$ cat src/rtl/draw_mux_sync_if.sv
// Bundle of per-source VGA timing/RGB streams, the source request, and the
// registered output stream of the draw-path screen selector.
interface draw_mux_sync_if #(
    parameter int N_SRC = 6,
    parameter int HC_W  = 11,
    parameter int RGB_B = 12
);
    localparam int SEL_W = (N_SRC > 1) ? $clog2(N_SRC) : 1;

    logic [SEL_W-1:0]       sel_i;
    logic [N_SRC*HC_W-1:0]  src_hcount;
    logic [N_SRC*HC_W-1:0]  src_vcount;
    logic [N_SRC-1:0]       src_hblnk;
    logic [N_SRC-1:0]       src_vblnk;
    logic [N_SRC-1:0]       src_hsync;
    logic [N_SRC-1:0]       src_vsync;
    logic [N_SRC*RGB_B-1:0] src_rgb;

    logic [HC_W-1:0]        hcount_o;
    logic [HC_W-1:0]        vcount_o;
    logic                   hblnk_o;
    logic                   vblnk_o;
    logic                   hsync_o;
    logic                   vsync_o;
    logic [RGB_B-1:0]       rgb_o;
    logic [SEL_W-1:0]       cur_sel_o;
    logic                   busy_o;
    logic                   switched_o;

    modport master (
        output sel_i, src_hcount, src_vcount, src_hblnk, src_vblnk,
               src_hsync, src_vsync, src_rgb,
        input  hcount_o, vcount_o, hblnk_o, vblnk_o, hsync_o, vsync_o,
               rgb_o, cur_sel_o, busy_o, switched_o
    );

    modport slave (
        input  sel_i, src_hcount, src_vcount, src_hblnk, src_vblnk,
               src_hsync, src_vsync, src_rgb,
        output hcount_o, vcount_o, hblnk_o, vblnk_o, hsync_o, vsync_o,
               rgb_o, cur_sel_o, busy_o, switched_o
    );
endinterface

$ cat src/rtl/draw_mux_sync.sv
// Screen-source selector: switches between delay-aligned VGA streams only at a
// frame boundary, optionally inserting black frames after each switch.
module draw_mux_sync #(
    parameter int N_SRC        = 6,
    parameter int HC_W         = 11,
    parameter int RGB_B        = 12,
    parameter int BLANK_FRAMES = 0,
    parameter int RST_SEL      = 0
) (
    input  logic          clk,
    input  logic          rst,
    draw_mux_sync_if.slave bus
);
    localparam int SEL_W = (N_SRC > 1) ? $clog2(N_SRC) : 1;
    localparam int BC_W  = (BLANK_FRAMES > 0) ? $clog2(BLANK_FRAMES + 1) : 1;

    typedef enum logic [1:0] {SHOW, WAIT, BLANK} state_t;

    state_t           state, state_nxt;
    logic [SEL_W-1:0] cur_sel, cur_sel_nxt;
    logic [SEL_W-1:0] pend, pend_nxt;
    logic [BC_W-1:0]  blank_cnt, blank_cnt_nxt;
    logic             switch_now;
    logic             busy_p1, switched_p1;

    logic [HC_W-1:0]  s_hc, s_vc;
    logic             s_hb, s_vb, s_hs, s_vs;
    logic [RGB_B-1:0] s_rgb;
    logic             frame_start, sel_valid;

    logic [HC_W-1:0]  hcount_p1, vcount_p1;
    logic             hblnk_p1, vblnk_p1, hsync_p1, vsync_p1;
    logic [RGB_B-1:0] rgb_p1;

    function automatic logic [RGB_B-1:0] rgb_gate(input logic [RGB_B-1:0] px,
                                                  input logic blank);
        return blank ? '0 : px;
    endfunction

    assign s_hc  = bus.src_hcount[int'(cur_sel)*HC_W +: HC_W];
    assign s_vc  = bus.src_vcount[int'(cur_sel)*HC_W +: HC_W];
    assign s_hb  = bus.src_hblnk[cur_sel];
    assign s_vb  = bus.src_vblnk[cur_sel];
    assign s_hs  = bus.src_hsync[cur_sel];
    assign s_vs  = bus.src_vsync[cur_sel];
    assign s_rgb = bus.src_rgb[int'(cur_sel)*RGB_B +: RGB_B];

    assign frame_start = (s_hc == '0) && (s_vc == '0);
    assign sel_valid   = (int'(bus.sel_i) < N_SRC);

    always_comb begin
        state_nxt     = state;
        cur_sel_nxt   = cur_sel;
        pend_nxt      = pend;
        blank_cnt_nxt = blank_cnt;
        switch_now    = 1'b0;
        case (state)
            SHOW: begin
                if (sel_valid && bus.sel_i != cur_sel) begin
                    pend_nxt  = bus.sel_i;
                    state_nxt = WAIT;
                end
            end
            WAIT: begin
                // A cancel back to the shown source beats a coincident frame boundary.
                if (sel_valid && bus.sel_i == cur_sel) begin
                    state_nxt = SHOW;
                end else begin
                    if (sel_valid)
                        pend_nxt = bus.sel_i;
                    if (frame_start) begin
                        switch_now  = 1'b1;
                        cur_sel_nxt = pend_nxt;
                        if (BLANK_FRAMES > 0) begin
                            state_nxt     = BLANK;
                            blank_cnt_nxt = BC_W'(BLANK_FRAMES);
                        end else begin
                            state_nxt = SHOW;
                        end
                    end
                end
            end
            BLANK: begin
                if (frame_start) begin
                    blank_cnt_nxt = (blank_cnt != '0) ? blank_cnt - 1'b1 : '0;
                    if (blank_cnt <= BC_W'(1))
                        state_nxt = SHOW;
                end
            end
            default: state_nxt = SHOW;
        endcase
    end

    // Control stage: FSM state, selection and status flags
    always_ff @(posedge clk or negedge rst) begin
        if (!rst) begin
            state       <= SHOW;
            cur_sel     <= SEL_W'(RST_SEL);
            pend        <= SEL_W'(RST_SEL);
            blank_cnt   <= '0;
            busy_p1     <= 1'b0;
            switched_p1 <= 1'b0;
        end else begin
            state       <= state_nxt;
            cur_sel     <= cur_sel_nxt;
            pend        <= pend_nxt;
            blank_cnt   <= blank_cnt_nxt;
            busy_p1     <= (state_nxt != SHOW);
            switched_p1 <= switch_now;
        end
    end

    // Output stage: one-cycle register of the currently selected stream
    always_ff @(posedge clk or negedge rst) begin
        if (!rst) begin
            hcount_p1 <= '0;
            vcount_p1 <= '0;
            hblnk_p1  <= 1'b0;
            vblnk_p1  <= 1'b0;
            hsync_p1  <= 1'b0;
            vsync_p1  <= 1'b0;
            rgb_p1    <= '0;
        end else begin
            hcount_p1 <= s_hc;
            vcount_p1 <= s_vc;
            hblnk_p1  <= s_hb;
            vblnk_p1  <= s_vb;
            hsync_p1  <= s_hs;
            vsync_p1  <= s_vs;
            rgb_p1    <= rgb_gate(s_rgb, s_hb | s_vb | (state == BLANK));
        end
    end

    assign bus.hcount_o   = hcount_p1;
    assign bus.vcount_o   = vcount_p1;
    assign bus.hblnk_o    = hblnk_p1;
    assign bus.vblnk_o    = vblnk_p1;
    assign bus.hsync_o    = hsync_p1;
    assign bus.vsync_o    = vsync_p1;
    assign bus.rgb_o      = rgb_p1;
    assign bus.cur_sel_o  = cur_sel;
    assign bus.busy_o     = busy_p1;
    assign bus.switched_o = switched_p1;
endmodule

$ cat src/flat_wrapper.sv
// flat-port wrapper written by rule: the top's interface ports become plain ports
module draw_mux_sync_flat 
#(
    parameter int N_SRC        = 6,
    parameter int HC_W         = 11,
    parameter int RGB_B        = 12,
    parameter int BLANK_FRAMES = 0,
    parameter int RST_SEL      = 0
)
  (clk, rst, bus_sel_i, bus_src_hcount, bus_src_vcount, bus_src_hblnk, bus_src_vblnk, bus_src_hsync, bus_src_vsync, bus_src_rgb, bus_hcount_o, bus_vcount_o, bus_hblnk_o, bus_vblnk_o, bus_hsync_o, bus_vsync_o, bus_rgb_o, bus_cur_sel_o, bus_busy_o, bus_switched_o);
  draw_mux_sync_if #(.N_SRC(N_SRC), .HC_W(HC_W), .RGB_B(RGB_B)) bus_i ();
  input  logic clk;
  input  logic rst;
  input wire logic [$bits(bus_i.sel_i)-1:0] bus_sel_i;
  input wire logic [$bits(bus_i.src_hcount)-1:0] bus_src_hcount;
  input wire logic [$bits(bus_i.src_vcount)-1:0] bus_src_vcount;
  input wire logic [$bits(bus_i.src_hblnk)-1:0] bus_src_hblnk;
  input wire logic [$bits(bus_i.src_vblnk)-1:0] bus_src_vblnk;
  input wire logic [$bits(bus_i.src_hsync)-1:0] bus_src_hsync;
  input wire logic [$bits(bus_i.src_vsync)-1:0] bus_src_vsync;
  input wire logic [$bits(bus_i.src_rgb)-1:0] bus_src_rgb;
  output wire logic [$bits(bus_i.hcount_o)-1:0] bus_hcount_o;
  output wire logic [$bits(bus_i.vcount_o)-1:0] bus_vcount_o;
  output wire logic [$bits(bus_i.hblnk_o)-1:0] bus_hblnk_o;
  output wire logic [$bits(bus_i.vblnk_o)-1:0] bus_vblnk_o;
  output wire logic [$bits(bus_i.hsync_o)-1:0] bus_hsync_o;
  output wire logic [$bits(bus_i.vsync_o)-1:0] bus_vsync_o;
  output wire logic [$bits(bus_i.rgb_o)-1:0] bus_rgb_o;
  output wire logic [$bits(bus_i.cur_sel_o)-1:0] bus_cur_sel_o;
  output wire logic [$bits(bus_i.busy_o)-1:0] bus_busy_o;
  output wire logic [$bits(bus_i.switched_o)-1:0] bus_switched_o;
  assign bus_i.sel_i = bus_sel_i;
  assign bus_i.src_hcount = bus_src_hcount;
  assign bus_i.src_vcount = bus_src_vcount;
  assign bus_i.src_hblnk = bus_src_hblnk;
  assign bus_i.src_vblnk = bus_src_vblnk;
  assign bus_i.src_hsync = bus_src_hsync;
  assign bus_i.src_vsync = bus_src_vsync;
  assign bus_i.src_rgb = bus_src_rgb;
  assign bus_hcount_o = bus_i.hcount_o;
  assign bus_vcount_o = bus_i.vcount_o;
  assign bus_hblnk_o = bus_i.hblnk_o;
  assign bus_vblnk_o = bus_i.vblnk_o;
  assign bus_hsync_o = bus_i.hsync_o;
  assign bus_vsync_o = bus_i.vsync_o;
  assign bus_rgb_o = bus_i.rgb_o;
  assign bus_cur_sel_o = bus_i.cur_sel_o;
  assign bus_busy_o = bus_i.busy_o;
  assign bus_switched_o = bus_i.switched_o;
  draw_mux_sync #(.N_SRC(N_SRC), .HC_W(HC_W), .RGB_B(RGB_B), .BLANK_FRAMES(BLANK_FRAMES), .RST_SEL(RST_SEL)) u_core (.clk(clk), .rst(rst), .bus(bus_i));
endmodule
$ cat config.mk
export PLATFORM = sky130hd
export DESIGN_NAME = draw_mux_sync_flat
export DESIGN_NICKNAME = d
export VERILOG_FILES = /design/src/rtl/draw_mux_sync_if.sv /design/src/rtl/draw_mux_sync.sv /design/src/flat_wrapper.sv
export SDC_FILE = /design/constraint.sdc
export NUM_CORES = 1
export LEC_CHECK = 0
export ABC_AREA = 0
export CORE_AREA = 2 2 106 108
export CTS_BUF_LIST = sky130_fd_sc_hd__clkbuf_2
export DETAILED_ROUTE_END_ITERATION = 8
export DIE_AREA = 0 0 108 110
export PLACE_DENSITY = 0.79
export SYNTH_ARGS = -nofsm -noshare
export SYNTH_HDL_FRONTEND = slang
export SYNTH_SLANG_ARGS = --single-unit
$ cat constraint.sdc
create_clock -name clk -period 4.4 [get_ports clk]
set_input_delay 0.44 -clock clk [delete_from_list [all_inputs] [get_ports clk]]
set_output_delay 0.44 -clock clk [all_outputs]
set_load 0.03 [all_outputs]
==> flow_metrics.tcl, run 1 <==
set metrics [dict create \
    outcome "finished clean" \
    final_common_cell "clkdlybuf4s50_1" \
    reg2reg_slack_ns 0.97 \
    power.total_w 0.00108 \
    grt_pass1_vias 4108 \
    syn_nets 550 \
    wl_per_cell_um 19.8 \
    dpl.hpwl_um 11600 \
    crit_slowest_cell "dfrtp_2" \
    synth_area_um2 3470 \
    die_x_um 108 \
    crit_type "register to register" \
    leakage_nw 2.31 \
    synth.avg_cell_area_um2 10.9 \
    setup_ws_ns 0.971 \
    dr.pass1.iters 4 \
    core_um2 10700 \
    area_growth_pct 82.6 \
    max_freq_ghz 0.292 \
    crit_chain "nand2b_2, nor2_1, nor4bb_1, nand4bb_1, nor4_4, mux2_2" \
    reg2regPathDepth 6 \
    post_cts_resized 0 \
    max_slew_margin_pct 36.6 \
    vdd_drop_max_mv 0.112 \
    drv_cap 0 \
    num_vias 3738 \
    seq_area_um2 1210 \
    rsz0062_at_grt "no" \
    hold_buffers 0 \
    finClkSkew_ns 0.00918 \
    cp-start-kind "register" \
    multi_input_area_um2 2100 \
    top_level_ports 276 \
    final.min_clock_period_ns 3.43 \
    cts_buffers 5 \
    cts_buffer_depth 2 \
    crit_arrival_ns 3.78 \
    clock_latency_ns 0.43 \
    whs_ns 0.0625 \
    wirelength_um 14200 \
    drv_slew 0 \
    regToRegStartpoint "u_core.bus.cur_sel_o[1]" \
    ant_nets 0 \
    synthDistinctLibCells 43 \
    grt_max_degree 49 \
    gr-total-overflow 0 \
    layout_common_cells "clkdlybuf4s50_1, mux2i_1, dfrtp_1, nor2_1" \
    nets 813 \
    cts_root_buffer "clkbuf_2" \
    tightest_slew_ns 0.951 \
    tns_ns 0 \
    grt_first_pass_wirelength_um 21100 \
    drc 0 \
    num-fill-cells 913 \
    cts_max_level 2 \
    port_buffers 275 \
    worstPathMaxFanout 41 \
    synth_seq_area_share_pct 34.6 \
    cts_tree "yes" \
    clkTransAtPathRegs_ns 0.25 \
    hold_path.class "primary input to asynchronous set/reset pin" \
    dieArea_um2 11900 \
    dp_slack_ns 0.965 \
    end_kind "register" \
    yosysWarnings 0 \
    placementRows 38 \
    crit_path_max_incr_delay_ns 1.04 \
    required_ns 4.75 \
    dieHeight_um 110 \
    drive_above_1_share_pct 10.5 \
    antenna_found_initial 0 \
    antenna_cells 0 \
    hold_viol_final 0 \
    clock-sinks 48 \
    initial_core_util_pct 32.4 \
    ys_ff_latch 48 \
    place.gp.congestion 0.795 \
    postCtsSetupBuffers 0 \
    min_period_over_period_pct 77.9 \
    setup_viol 0 \
    drt-vias-per-instance 5.18 \
    drt_iter0_drc 224 \
    synth_cells 317 \
    worstReg2RegEnd "u_core.bus.cur_sel_o[0]" \
    p_per_area_nw_per_um2 171 \
    gr-usage-all-layers_pct 23.6 \
]
-- state kept, by name, summed over array words and instances, names as in the netlist --
register / flops
u_core.bus.cur_sel_o: 3
u_core.bus.busy_o: 1
u_core.pend: 3
u_core.bus.hsync_o: 1
u_core.bus.vsync_o: 1
u_core.bus.vcount_o: 11
u_core.state: 2
u_core.bus.vblnk_o: 1
u_core.bus.hblnk_o: 1
u_core.bus.switched_o: 1
u_core.bus.hcount_o: 11
u_core.bus.rgb_o: 12
-- Yosys cell counts, drive strengths merged --
| library cell | number | area (µm²) |
|---|---|---|
| buf | 15 | 106 |
| nand3 | 3 | 15.0 |
| xnor2 | 3 | 26.3 |
| dfrtp | 48 | 1200 |
| nor3 | 2 | 10.0 |
| nand2 | 20 | 75.1 |
| nand4b | 1 | 8.76 |
| a21o | 1 | 7.51 |
| nand3b | 1 | 7.51 |
| nor4bb | 2 | 20.0 |
| o31ai | 1 | 7.51 |
| or4 | 1 | 11.3 |
| a21boi | 1 | 7.51 |
| nor2 | 38 | 143 |
| a31oi | 1 | 6.26 |
| nor4 | 6 | 58.8 |
| or3 | 2 | 12.5 |
| o21a | 1 | 7.51 |
| mux2 | 21 | 236 |
| nand2b | 4 | 25.0 |
| nor3b | 2 | 15.0 |
| or2 | 1 | 6.26 |
| a21oi | 17 | 85.1 |
| o311ai | 1 | 8.76 |
| mux2i | 48 | 480 |
| a41oi | 1 | 8.76 |
| o21ai | 12 | 60.1 |
| or3b | 2 | 17.5 |
| nor2b | 4 | 25.0 |
| a222oi | 2 | 20.0 |
| nand4bb | 1 | 11.3 |
| inv | 9 | 33.8 |
| o221ai | 6 | 52.6 |
| clkbuf | 8 | 30.0 |
| mux4 | 25 | 582 |
| o22ai | 6 | 37.5 |
-- worst max-delay path, delay by kind of cell, from the launching register on --
family        cells  cell delay [ns]
flops             1             1.04
simple gates      5             1.91
mux               1             0.37
-- per-stage QoR --
stage               std cells  utilization (%)  instance area, µm²
floorplan                 317                -                3470
global placement          713             58.8                6290
detailed placement        713             58.8                6290
CTS                       721             59.2                6330
global route              721             59.2                6330
finish                    721             59.2                6330
-- final cells by class --
type | instances | share of cell area (%)
clock buffers | 5 | 0.395
clock inverters | 3 | 0.217
inverters | 9 | 0.534
multi-input cells | 237 | 33.1
flip-flops and latches | 48 | 19.1
well taps | 140 | 2.77
repair buffers | 279 | 43.9
-- per-layer routing --
metal	global-route usage [%]	part of all wire [%]
met1	25.3	35
met2	44.1	52
met3	5.82	9.3
met4	10.4	3.4
met5	0	0
-- how the worst max path moves through the flow --
stage                       startpoint                      end  slack, ns  cells after the start
3_3_place_gp   u_core.bus.cur_sel_o[1]  u_core.bus.cur_sel_o[1]       1.03                      6
6_report       u_core.bus.cur_sel_o[1]  u_core.bus.cur_sel_o[0]       0.97                      6
5_1_grt        u_core.bus.cur_sel_o[1]  u_core.bus.cur_sel_o[1]       0.70                      6
3_5_place_dp   u_core.bus.cur_sel_o[1]  u_core.bus.cur_sel_o[0]       0.97                      6
2_1_floorplan  u_core.bus.cur_sel_o[1]  u_core.bus.cur_sel_o[0]       1.58                      8
4_1_cts        u_core.bus.cur_sel_o[1]  u_core.bus.cur_sel_o[0]       0.95                      6
-- power by group --
part	internal [W]	switching [W]
combinational	0.000266	0.000150
clock	0.0000357	0.000149
sequential	0.000470	0.0000104
-- logic make-up (layout without fill, tap and decap cells) --
group | after synthesis | after routing | synth area share (%)
xor gates and xnor gates | 3 | 3 | 0.758
muxes | 94 | 94 | 37.5
DFF | 48 | 48 | 34.6
and+or+nand+nor | 90 | 90 | 13.3
AOI/OAI and AO/OA | 50 | 50 | 8.91
buffers and inverters | 32 | 296 | 4.91
Note: power is estimated with default switching activity, not from simulation.
==> run 2: changes to the inputs <==
CORE_AREA = 2 2 98 124   (was 2 2 106 108)
DIE_AREA = 0 0 100 126   (was 0 0 108 110)
PLACE_DENSITY = 0.78   (was 0.79)
clock period = 2.8 ns   (was 4.4 ns; I/O delays follow)
==> flow_metrics.tcl, run 2 (synthesized netlist as in run 1, its figures left out) <==
set metrics [dict create \
    outcome "complete, but fails checks" \
    violations "setup timing" \
    reg2regPathDepth 6 \
    num_vias 3842 \
    num-fill-cells 978 \
    grt_first_pass_wirelength_um 21700 \
    port_buffers 275 \
    crit_path_max_incr_delay_ns 0.57 \
    tns_ns -0.0892 \
    worstPathMaxFanout 7 \
    dpl.hpwl_um 12300 \
    wirelength_um 14700 \
    crit_chain "mux4_2, nor4_4, a41oi_1, or4_4, nor4_4, mux2_2" \
    crit_arrival_ns 3.20 \
    layout_common_cells "clkdlybuf4s50_1, mux2i_1, dfrtp_1, nor2_1, buf_4" \
    die_x_um 100 \
    rsz0062_at_grt "yes" \
    cts_max_level 2 \
    stdcell_count 744 \
    wl_per_cell_um 19.7 \
    cts_root_buffer "clkbuf_2" \
    end_kind "register" \
    vdd_drop_max_mv 0.140 \
    largest_reg_flops 12 \
    drt-vias-per-instance 5.16 \
    reg2reg_slack_ns -0.04 \
    drt_iter0_drc 92 \
    final_common_cell "clkdlybuf4s50_1" \
    p_per_area_nw_per_um2 260 \
    grt_pass1_vias 4147 \
    placed_cells 728 \
    dr.pass1.iters 6 \
    crit_type "register to register" \
    hold_path.class "primary input to asynchronous set/reset pin" \
    antenna_cells 0 \
    final.min_clock_period_ns 2.84 \
    drc 0 \
    whs_ns 0.416 \
    cp_top_family "simple AND/OR/NAND/NOR gates" \
    power.total_w 0.00171 \
    setup_ws_ns -0.0443 \
    cp-start-kind "register" \
    cts_buffer_depth 2 \
    regToRegStartpoint "u_core.bus.cur_sel_o[0]" \
    gr-usage-all-layers_pct 22.6 \
    dieHeight_um 126 \
    cts_buffers 5 \
    drive_above_1_share_pct 15.0 \
    area_growth_pct 89.9 \
    top_level_ports 276 \
    max_freq_ghz 0.352 \
    clock-sinks 48 \
    required_ns 3.15 \
    placementRows 44 \
    clkTransAtPathRegs_ns 0.23 \
    finClkSkew_ns 0.0142 \
    critPathBufInv 0 \
    hold_viol_final 0 \
    min_period_over_period_pct 102 \
    gr-total-overflow 0 \
    grt_max_degree 35 \
    worstReg2RegEnd "u_core.bus.cur_sel_o[0]" \
    dieArea_um2 12600 \
    cp_common_cell "nor4_4" \
    cts_tree "yes" \
    initial_core_util_pct 30.3 \
    crit_slowest_cell "mux4_2" \
    clock_latency_ns 0.42 \
    place.gp.congestion 0.822 \
    drv_cap 0 \
    antenna_found_initial 0 \
    core_um2 11500 \
    nets 838 \
    drv_slew 0 \
    leakage_nw 2.44 \
    dp_slack_ns -0.179 \
    tightest_slew_ns 0.785 \
    ant_nets 0 \
    setup_viol 3 \
    max_slew_margin_pct 47.7 \
]
## run 2: cell types whose count changed in the layout (fill, tap and decap cells not counted), moves of 2 or more
cell / delta
buf_12: +3
buf_4: +20
clkinv_2: -2
mux4_2: +2
clkbuf_2: +2
nor4bb_2: +2
nor4bb_1: -2
mux4_1: -2
## run 2: worst max path at each step
| stage | startpoint | endpoint | depth (start not counted) |
|---|---|---|---|
| 3_5_place_dp | bus_src_vcount[16] | u_core.bus.cur_sel_o[1] | 7 |
| 3_3_place_gp | bus_src_hcount[2] | u_core.bus.cur_sel_o[0] | 7 |
| 4_1_cts | u_core.bus.cur_sel_o[0] | u_core.bus.cur_sel_o[0] | 7 |
| 2_1_floorplan | u_core.bus.cur_sel_o[0] | u_core.bus.cur_sel_o[1] | 7 |
| 5_1_grt | u_core.bus.cur_sel_o[0] | u_core.bus.cur_sel_o[0] | 6 |
| 6_report | u_core.bus.cur_sel_o[0] | u_core.bus.cur_sel_o[0] | 6 |
## run 2: metal layers
layer / routed length [µm] / track usage [%] / vias to the layer above
met2: 7750 / 42.9 / 248
met5: 0 / 0 / -
li1: - / - / 1768
met1: 4820 / 22.6 / 1791
met3: 1560 / 6.71 / 35
met4: 522 / 8.78 / 0
## run 2: where the power goes
group | internal [W] | switching, W | total (W)
Combinational | 0.000429 | 0.000245 | 0.000674
Sequential | 0.000738 | 0.0000151 | 0.000753
Clock | 0.0000667 | 0.000219 | 0.000286
Total | 0.00123 | 0.000479 | 0.00171
## run 2: repair_timing
item / 4_1_cts / 5_1_grt
gates resized for setup: 7 / 3
endpoints found under the hold margin: 33 / 0
hold buffers: 1 / 0
pin swaps: 2 / 5
setup endpoints to repair: 6 / 18
buffers inserted: 6 / 1
## run 2: through the flow
step           util (%)  area [µm²]
2_1_floorplan         -        3470
3_3_place_gp       56.3        6450
3_5_place_dp       56.3        6450
6_report           57.5        6580
5_1_grt            57.5        6580
4_1_cts            57.3        6560
## run 2: final cells by class
type / instances / area (µm²) / area share [%]
Clock buffer: 7 / 35.0 / 0.532
Clock inverter: 1 / 3.75 / 0.0570
Inverter: 9 / 33.8 / 0.513
Multi-Input combinational cell: 237 / 2120 / 32.3
Sequential cell: 48 / 1210 / 18.3
Tap cell: 138 / 173 / 2.62
Timing Repair Buffer: 304 / 3010 / 45.7
==> run 3: changes to the inputs <==
CORE_AREA = 3 3 99 125   (was 2 2 98 124)
DIE_AREA = 0 0 102 128   (was 0 0 100 126)
==> flow_metrics.tcl, run 3 (synthesized netlist as in run 1, its figures left out) <==
set metrics [dict create \
    power.internal_w 0.00123 \
    drt-vias-per-instance 5.10 \
    drv_slew 0 \
    dr.pass1.iters 4 \
    tightest_slew_ns 0.575 \
    top_level_ports 276 \
    drv_cap 0 \
    clkPwrFrac_pct 16.4 \
    min_period_over_period_pct 100 \
    grt_max_degree 34 \
    ant_nets 0 \
    nets 837 \
    max_freq_ghz 0.356 \
    setup_ws_ns -0.0110 \
    core_um2 11200 \
    die_x_um 102 \
    clock_latency_ns 0.40 \
    tns_ns -0.0190 \
    pwr-share-comb_pct 39.3 \
    wirelength_um 14600 \
    dp_slack_ns -0.192 \
    num_vias 3773 \
    drive_above_1_share_pct 14.7 \
    whs_ns 0.374 \
    hold_viol_final 0 \
    antenna_found_initial 0 \
    area_growth_pct 89.4 \
    required_ns 3.13 \
    rsz0062_at_grt "yes" \
    max_slew_margin_pct 61.7 \
    reg2reg_slack_ns -0.01 \
    drt_iter0_drc 87 \
    worstReg2RegEnd "u_core.bus.cur_sel_o[1]" \
    dieHeight_um 128 \
    placementRows 43 \
    drc 0 \
    end_kind "register" \
    violations "setup timing" \
    setup_viol 2 \
    port_buffers 275 \
    grt_first_pass_wirelength_um 21300 \
    final.min_clock_period_ns 2.81 \
    clock-sinks 48 \
    layout_common_cells "clkdlybuf4s50_1, mux2i_1, dfrtp_1, nor2_1" \
    outcome "complete, but fails checks" \
    antenna_cells 0 \
    wl_per_cell_um 19.7 \
    largest_reg_flops 12 \
    crit_arrival_ns 3.14 \
    worstPathMaxFanout 4 \
    vdd_drop_max_mv 0.122 \
    cts_buffers 5 \
    leakage_nw 2.43 \
    finClkSkew_ns 0.0259 \
    p_per_area_nw_per_um2 259 \
    initial_core_util_pct 31.0 \
    cts_root_buffer "clkbuf_2" \
    crit_type "register to register" \
    cts_max_level 2 \
    regToRegStartpoint "u_core.bus.cur_sel_o[0]" \
    p_seq_share_pct 44.3 \
    final_common_cell "clkdlybuf4s50_1" \
    stdcell_count 740 \
    clkTransAtPathRegs_ns 0.24 \
    cts_tree "yes" \
    cts_buffer_depth 2 \
    place.gp.congestion 0.808 \
    setup.worst_path.end "u_core.bus.cur_sel_o[1]" \
    dieArea_um2 13100 \
    placed_cells 726 \
    worstSetupStartpoint "u_core.bus.cur_sel_o[0]" \
    grt_pass1_vias 4221 \
    swShare_pct 27.7 \
    gr-usage-all-layers_pct 21.4 \
    cp-start-kind "register" \
    reg2regPathDepth 8 \
    power.total_w 0.00170 \
    p_switching_w 0.000471 \
    hold_path.class "primary input to asynchronous set/reset pin" \
    gr-total-overflow 0 \
    dpl.hpwl_um 12200 \
]
## run 3: how the worst min path moves through the flow
stage / startpoint / endpoint / slack [ns]
after floorplan: rst / u_core.bus.busy_o / -0.02
after global placement: rst / u_core.bus.vcount_o[0] / 0.32
after detailed placement: rst / u_core.bus.vcount_o[0] / 0.31
after CTS: rst / u_core.bus.vcount_o[1] / 0.36
after global routing: rst / u_core.bus.vcount_o[0] / 0.37
final: rst / u_core.bus.vcount_o[0] / 0.37
## run 3: cell type report
cell class / count / area, µm²
multi-input combinational: 237 / 2110
timing repair buffer: 303 / 3010
tap: 135 / 169
inverter: 9 / 33.8
clock inverter: 1 / 3.75
clock buffer: 7 / 35.0
sequential: 48 / 1210
fill: 937 / 4620
## run 3: through the flow
step	instance area (µm²)	utilization, %
after global placement	6440	57.6
after detailed placement	6440	57.6
after floorplan	3470	-
after CTS	6500	58.1
after global routing	6570	58.7
final	6570	58.7
## run 3: worst max-delay path, stage by stage, from the launching register on
cell and delay (ns):
dfrtp_4 0.58, buf_12 0.15, mux4_2 0.46, nor4_4 0.24, buf_4 0.17, a41oi_2 0.11
or4_4 0.45, nor4_4 0.21, mux2_2 0.37
## run 3: power by group through the flow
stage | clock network [W] | logic [W] | registers, W
after CTS | 0.000292 | 0.000674 | 0.000755
after detailed placement | 0 | 0.000670 | 0.000767
final | 0.000279 | 0.000670 | 0.000754
after global placement | 0 | 0.000659 | 0.000764
after floorplan | 0 | 0.000134 | 0.000833
after global routing | 0.000313 | 0.000714 | 0.000758
## run 3: timing repair
| action | in CTS | in global routing |
|---|---|---|
| gates cloned | 0 | 0 |
| setup endpoints to repair | 3 | 4 |
| buffers inserted | 1 | 4 |
| hold buffers | 1 | 0 |
| gates resized for setup | 3 | 3 |
| hold endpoints to repair | 25 | 0 |
| pin swaps | 0 | 1 |
## run 3: per-layer routing
metal | routed length, µm | vias to the layer above | GRT usage [%]
met3 | 1390 | 32 | 6.04
met2 | 7760 | 218 | 40.8
met5 | 0 | - | 0
met4 | 407 | 0 | 6.87
met1 | 5040 | 1754 | 21.8
li1 | - | 1769 | -
